==> config.mk <==
export PLATFORM = sky130hd
export DESIGN_NAME = proj_fm_ram
export DESIGN_NICKNAME = d
export VERILOG_FILES = /design/src/rtl/proj_fm_ram.sv
export SDC_FILE = /design/constraint.sdc
export NUM_CORES = 1
export LEC_CHECK = 0
export ABC_AREA = 1
export ABC_CLOCK_PERIOD_IN_PS = 2500
export BUFFER_PORTS_ARGS = -buffer_cell sky130_fd_sc_hd__buf_2
export CORE_MARGIN = 2
export CORE_UTILIZATION = 29
export DETAILED_ROUTE_END_ITERATION = 10
export GPL_TIMING_DRIVEN = 0
export PLACE_DENSITY = 0.44
export SYNTH_ARGS = -nofsm -noshare
export SYNTH_HDL_FRONTEND = slang
export SYNTH_SLANG_ARGS = --single-unit
==> constraint.sdc <==
create_clock -name in_clk -period 2.5 [get_ports in_clk]
set_clock_uncertainty 0.1 [all_clocks]
set_input_delay 0.5 -clock in_clk [delete_from_list [all_inputs] [get_ports in_clk]]
set_output_delay 0.5 -clock in_clk [all_outputs]
set_load 0.01 [all_outputs]
==> src/rtl/proj_fm_ram.sv <==
// Multi-buffered feature-map RAM.
// Words are written linearly into one buffer. When that buffer is full, it becomes
// the read buffer, and a registered R-word window sweeps across it, wrapping
// within the same buffer.
module proj_fm_ram #(
    parameter int unsigned BUFFER_COUNT         = 2,
    parameter int unsigned RAMS                 = 2,
    parameter int unsigned ENTRIES              = 2,
    parameter int unsigned OFFSET               = 2,
    parameter int unsigned DATA_BITS            = 8,
    parameter int unsigned READ_ADDRESSES_COUNT = 2
) (
    input  logic                                      in_clk,
    input  logic                                      in_rst_n,
    input  logic [DATA_BITS-1:0]                      in_wdata,
    output logic [READ_ADDRESSES_COUNT*DATA_BITS-1:0] out_rdata
);

    localparam int unsigned N   = RAMS * ENTRIES * OFFSET;
    localparam int unsigned EO  = ENTRIES * OFFSET;
    localparam int unsigned R   = READ_ADDRESSES_COUNT;
    localparam int unsigned OW  = R * DATA_BITS;
    localparam int unsigned BW  = (BUFFER_COUNT > 1) ? $clog2(BUFFER_COUNT) : 1;
    localparam int unsigned PW  = (N > 1) ? $clog2(N) : 1;
    localparam int unsigned BKW = (RAMS > 1) ? $clog2(RAMS) : 1;
    localparam int unsigned ENW = (ENTRIES > 1) ? $clog2(ENTRIES) : 1;
    localparam int unsigned OFW = (OFFSET > 1) ? $clog2(OFFSET) : 1;

    // Split a linear word address into bank, entry and offset.
    function automatic logic [BKW-1:0] bank_of(input int unsigned a);
        return BKW'(a / EO);
    endfunction

    function automatic logic [ENW-1:0] entry_of(input int unsigned a);
        return ENW'((a / OFFSET) % ENTRIES);
    endfunction

    function automatic logic [OFW-1:0] offset_of(input int unsigned a);
        return OFW'(a % OFFSET);
    endfunction

    logic [DATA_BITS-1:0] mem_q [BUFFER_COUNT][RAMS][ENTRIES][OFFSET];

    logic [BW-1:0] wr_idx_q, wr_idx_d;
    logic [BW-1:0] rd_idx_q, rd_idx_d;
    logic [PW-1:0] wr_ptr_q, wr_ptr_d;
    logic [PW-1:0] rd_ptr_q, rd_ptr_d;
    logic          rd_valid_q, rd_valid_d;
    logic [OW-1:0] rdata_q, rdata_d;
    logic          frame_done_c;

    // Storage has no reset. A write during reset can only hit word 0 of buffer 0.
    // That word is the first one rewritten after release.
    always_ff @(posedge in_clk) begin
        mem_q[wr_idx_q][bank_of(32'(wr_ptr_q))][entry_of(32'(wr_ptr_q))][offset_of(32'(wr_ptr_q))] <= in_wdata;
    end

    // Pointer and buffer sequencing. Buffer completion overrides the read-pointer step.
    always_comb begin
        wr_idx_d     = wr_idx_q;
        rd_idx_d     = rd_idx_q;
        wr_ptr_d     = wr_ptr_q;
        rd_ptr_d     = rd_ptr_q;
        rd_valid_d   = rd_valid_q;
        frame_done_c = (wr_ptr_q == PW'(N - 1));

        if (frame_done_c) begin
            wr_ptr_d   = '0;
            wr_idx_d   = (wr_idx_q == BW'(BUFFER_COUNT - 1)) ? '0 : wr_idx_q + BW'(1);
            rd_idx_d   = wr_idx_q;
            rd_ptr_d   = '0;
            rd_valid_d = 1'b1;
        end else begin
            wr_ptr_d = wr_ptr_q + PW'(1);
            if (rd_valid_q) begin
                rd_ptr_d = (rd_ptr_q == PW'(N - 1)) ? '0 : rd_ptr_q + PW'(1);
            end
        end
    end

    // Read window: lane k reads rd_ptr+k of the read buffer, wrapping inside it.
    always_comb begin
        int unsigned a;
        a       = 0;
        rdata_d = '0;
        if (rd_valid_q) begin
            for (int unsigned k = 0; k < R; k++) begin
                a = 32'(rd_ptr_q) + k;
                if (a >= N) begin
                    a = a - N;
                end
                rdata_d[k*DATA_BITS +: DATA_BITS] = mem_q[rd_idx_q][bank_of(a)][entry_of(a)][offset_of(a)];
            end
        end
    end

    // State and output registers.
    always_ff @(posedge in_clk or negedge in_rst_n) begin
        if (!in_rst_n) begin
            wr_idx_q   <= '0;
            rd_idx_q   <= '0;
            wr_ptr_q   <= '0;
            rd_ptr_q   <= '0;
            rd_valid_q <= 1'b0;
            rdata_q    <= '0;
        end else begin
            wr_idx_q   <= wr_idx_d;
            rd_idx_q   <= rd_idx_d;
            wr_ptr_q   <= wr_ptr_d;
            rd_ptr_q   <= rd_ptr_d;
            rd_valid_q <= rd_valid_d;
            rdata_q    <= rdata_d;
        end
    end

    assign out_rdata = rdata_q;

endmodule

==> flow_summary.json <==
{
  "via_count": 5396,
  "yosysWarnings": 0,
  "cts.path.max_buffers": 2,
  "critPathKind": "flip-flop to flip-flop",
  "wire_per_inst_microns": 23.5,
  "start_util_pct": 29.4,
  "synth_top_cell_area_share_pct": 55.9,
  "multi_input_area_sq_mm": 0.00211,
  "synth_common_cells": "nand2_1, nand3_1, edfxtp_1",
  "place_ws_ps": 4.41,
  "port_buffers": 25,
  "hold_violations": 0,
  "die_h_microns": 158,
  "syn_nets": 696,
  "clk_latency_ps": 430,
  "endpoint_kind": "flip-flop",
  "leakage_nw": 3.21,
  "dp_hpwl_microns": 16900,
  "fmax_ghz": 0.422,
  "cts_buffers": 17,
  "synth_top_area_cell": "edfxtp_1",
  "grt_max_degree": 26,
  "ant_nets": 0,
  "cp_max_fo": 8,
  "clockPowerShare_pct": 46.5,
  "post-cts-setup-buffers": 0,
  "dieArea_sq_mm": 0.0249,
  "max-cap-violations": 0,
  "vias_per_cell": 5.10,
  "synth_cell_type_count": 18,
  "area_delta_synth_final_pct": 17.0,
  "postCtsHoldBufs": 0,
  "ys_seq_elements": 153,
  "relSlewSlack_pct": 35.0,
  "grt.total_usage_pct": 20.8,
  "cts_root_buf": "clkbuf_16",
  "reg2reg_depth": 3,
  "syn_area_per_cell_sq_um": 10.1,
  "internal-power_mw": 4.19,
  "synth_ff_type": "edfxtp_1",
  "combPwrFrac_pct": 1.0,
  "status": "finished clean",
  "r2r_end": "mem_q[0][0]",
  "grt_pass1_wl_microns": 35700,
  "path_clk_slew_ps": 60,
  "core-area_sq_mm": 0.0234,
  "place_congestion": 0.958,
  "antenna_found_initial": 0,
  "ys_seq_area_share_pct": 65.0,
  "min_period_over_period_pct": 94.9,
  "grt-ovfl-total": 0,
  "setup_viol": 0,
  "synth_edf_count": 128,
  "diodes": 0,
  "async_flop_share_pct": 16.3,
  "grt_pass1_vias": 5289,
  "fill_cells": 2412,
  "drc": 0,
  "swShare_pct": 20.7,
  "post_route_cells_drive_above_1_share_pct": 15.3,
  "finalCriticalPeriod_ps": 2370,
  "postSynthCellCount": 678,
  "fp.dieW_microns": 158,
  "hold_ws_ps": 13.2,
  "first_pass_iters": 7,
  "ys_top_cells_by_area": "edfxtp_1, nand3_1, nand2_1",
  "worstSetupStartpointType": "flip-flop",
  "num_rows": 56,
  "seq_power_share_pct": 52.4,
  "worst_slack_ps": 129,
  "powerDensity_mw_per_mm2": 657,
  "syn-cell-area_sq_mm": 0.00687,
  "post_cts_resized": 1,
  "cts_tree": "built",
  "reg2reg_setup_slack_ps": 130,
  "min_path_type": "primary input to asynchronous set/reset pin",
  "clock-sinks": 153,
  "tightest_slew_ps": 971,
  "first_iter_violations": 420,
  "io_pins": 26,
  "cp.required_ps": 2450,
  "p_sw_mw": 1.10,
  "h-tree-depth": 4,
  "ff_latch_area_sq_mm": 0.00447,
  "synth.most_common_cell": "nand2_1",
  "drv_slew": 0,
  "rsz0062_at_grt": "no",
  "crit-reg2reg-launch": "wr_ptr_q[2]",
  "final_nets": 745,
  "cp.arrival_ps": 2320,
  "wl_microns": 24900,
  "vdd_ir_drop_max_v": 0.000367
}
-- worst max-delay path: stages, from the launching register on --
cell	delay, ps
dfrtp_1	540
ha_1	460
inv_1	140
nor2_1	750
-- routing by layer --
layer | global-route usage, % | routed length [microns]
met4 | 9.22 | 916
met1 | 27.9 | 11000
met5 | 0 | 0
met3 | 3.31 | 1470
met2 | 33.2 | 11500
-- sequential cells by signal, summed over array words and instances, names as in the netlist --
signal,flops
rd_ptr_q,3
rd_valid_q,1
wr_ptr_q,3
out_rdata,16
wr_idx_q,1
mem_q,128
rd_idx_q,1
-- power groups by stage --
stage / registers (mW) / clock network, mW / logic, mW
after global placement: 2.83 / 0 / 0.0548
after CTS: 2.77 / 2.48 / 0.0565
final: 2.77 / 2.46 / 0.0542
after detailed placement: 2.83 / 0 / 0.0563
after global routing: 2.77 / 2.59 / 0.0596
after floorplan: 2.83 / 0 / 0.00000104
-- worst max path at each step --
stage	start	endpoint	slack (ps)
floorplan	wr_ptr_q[0]	mem_q[1][24]	720
global placement	wr_idx_q	mem_q[0][51]	-90
detailed placement	wr_idx_q	mem_q[0][9]	4
CTS	wr_ptr_q[0]	mem_q[1][57]	90
global route	wr_ptr_q[0]	mem_q[0][2]	50
finish	wr_ptr_q[2]	mem_q[0][0]	130
-- metrics by stage --
step | TNS (ps) | power [mW] | std cells | instance area [sq um] | utilization (%)
2_1_floorplan | 0 | 2.83 | 678 | 6870 | -
3_3_place_gp | -1280 | 2.88 | 1022 | 7400 | 31.6
3_5_place_dp | 0 | 2.88 | 1026 | 7470 | 31.9
4_1_cts | 0 | 5.31 | 1058 | 8040 | 34.3
5_1_grt | 0 | 5.42 | 1059 | 8040 | 34.4
6_report | 0 | 5.29 | 1059 | 8040 | 34.4
-- cell families after synthesis --
kind of cell / Yosys count / share of synthesized area [%]
AO/OA/AOI/OAI: 4 / 0.364
flip-flops: 153 / 65.0
XOR/XNOR: 1 / 0.127
buffers and inverters: 60 / 4.90
adder cells (fa/ha/maj): 8 / 1.46
AND/OR/NAND/NOR: 452 / 28.1
-- cells in the final DEF (no fill, tap or decap), types with 4 or more instances in the layout --
cell / Yosys / routed
nand3_1: 177 / 177
nor2_1: 68 / 68
inv_2: 4 / 4
ha_1: 8 / 8
buf_2: 23 / 49
clkinv_2: 0 / 5
dfrtp_1: 25 / 25
clkbuf_16: 0 / 17
buf_6: 6 / 8
buf_4: 10 / 12
clkinvlp_4: 0 / 4
nand2_1: 195 / 195
inv_1: 15 / 15
nor3_2: 0 / 9
edfxtp_1: 128 / 128
-- layout make-up --
| cell class | count | share of cell area (%) |
|---|---|---|
| multi-input cells | 465 | 26.3 |
| clock buffers | 20 | 5.68 |
| inverters | 20 | 0.933 |
| plain buffers | 40 | 3.25 |
| clock inverters | 12 | 1.28 |
| well taps | 319 | 4.96 |
| repair buffers | 30 | 2.08 |
| flip-flops and latches | 153 | 55.6 |
Power figures use the tool's default switching activity.
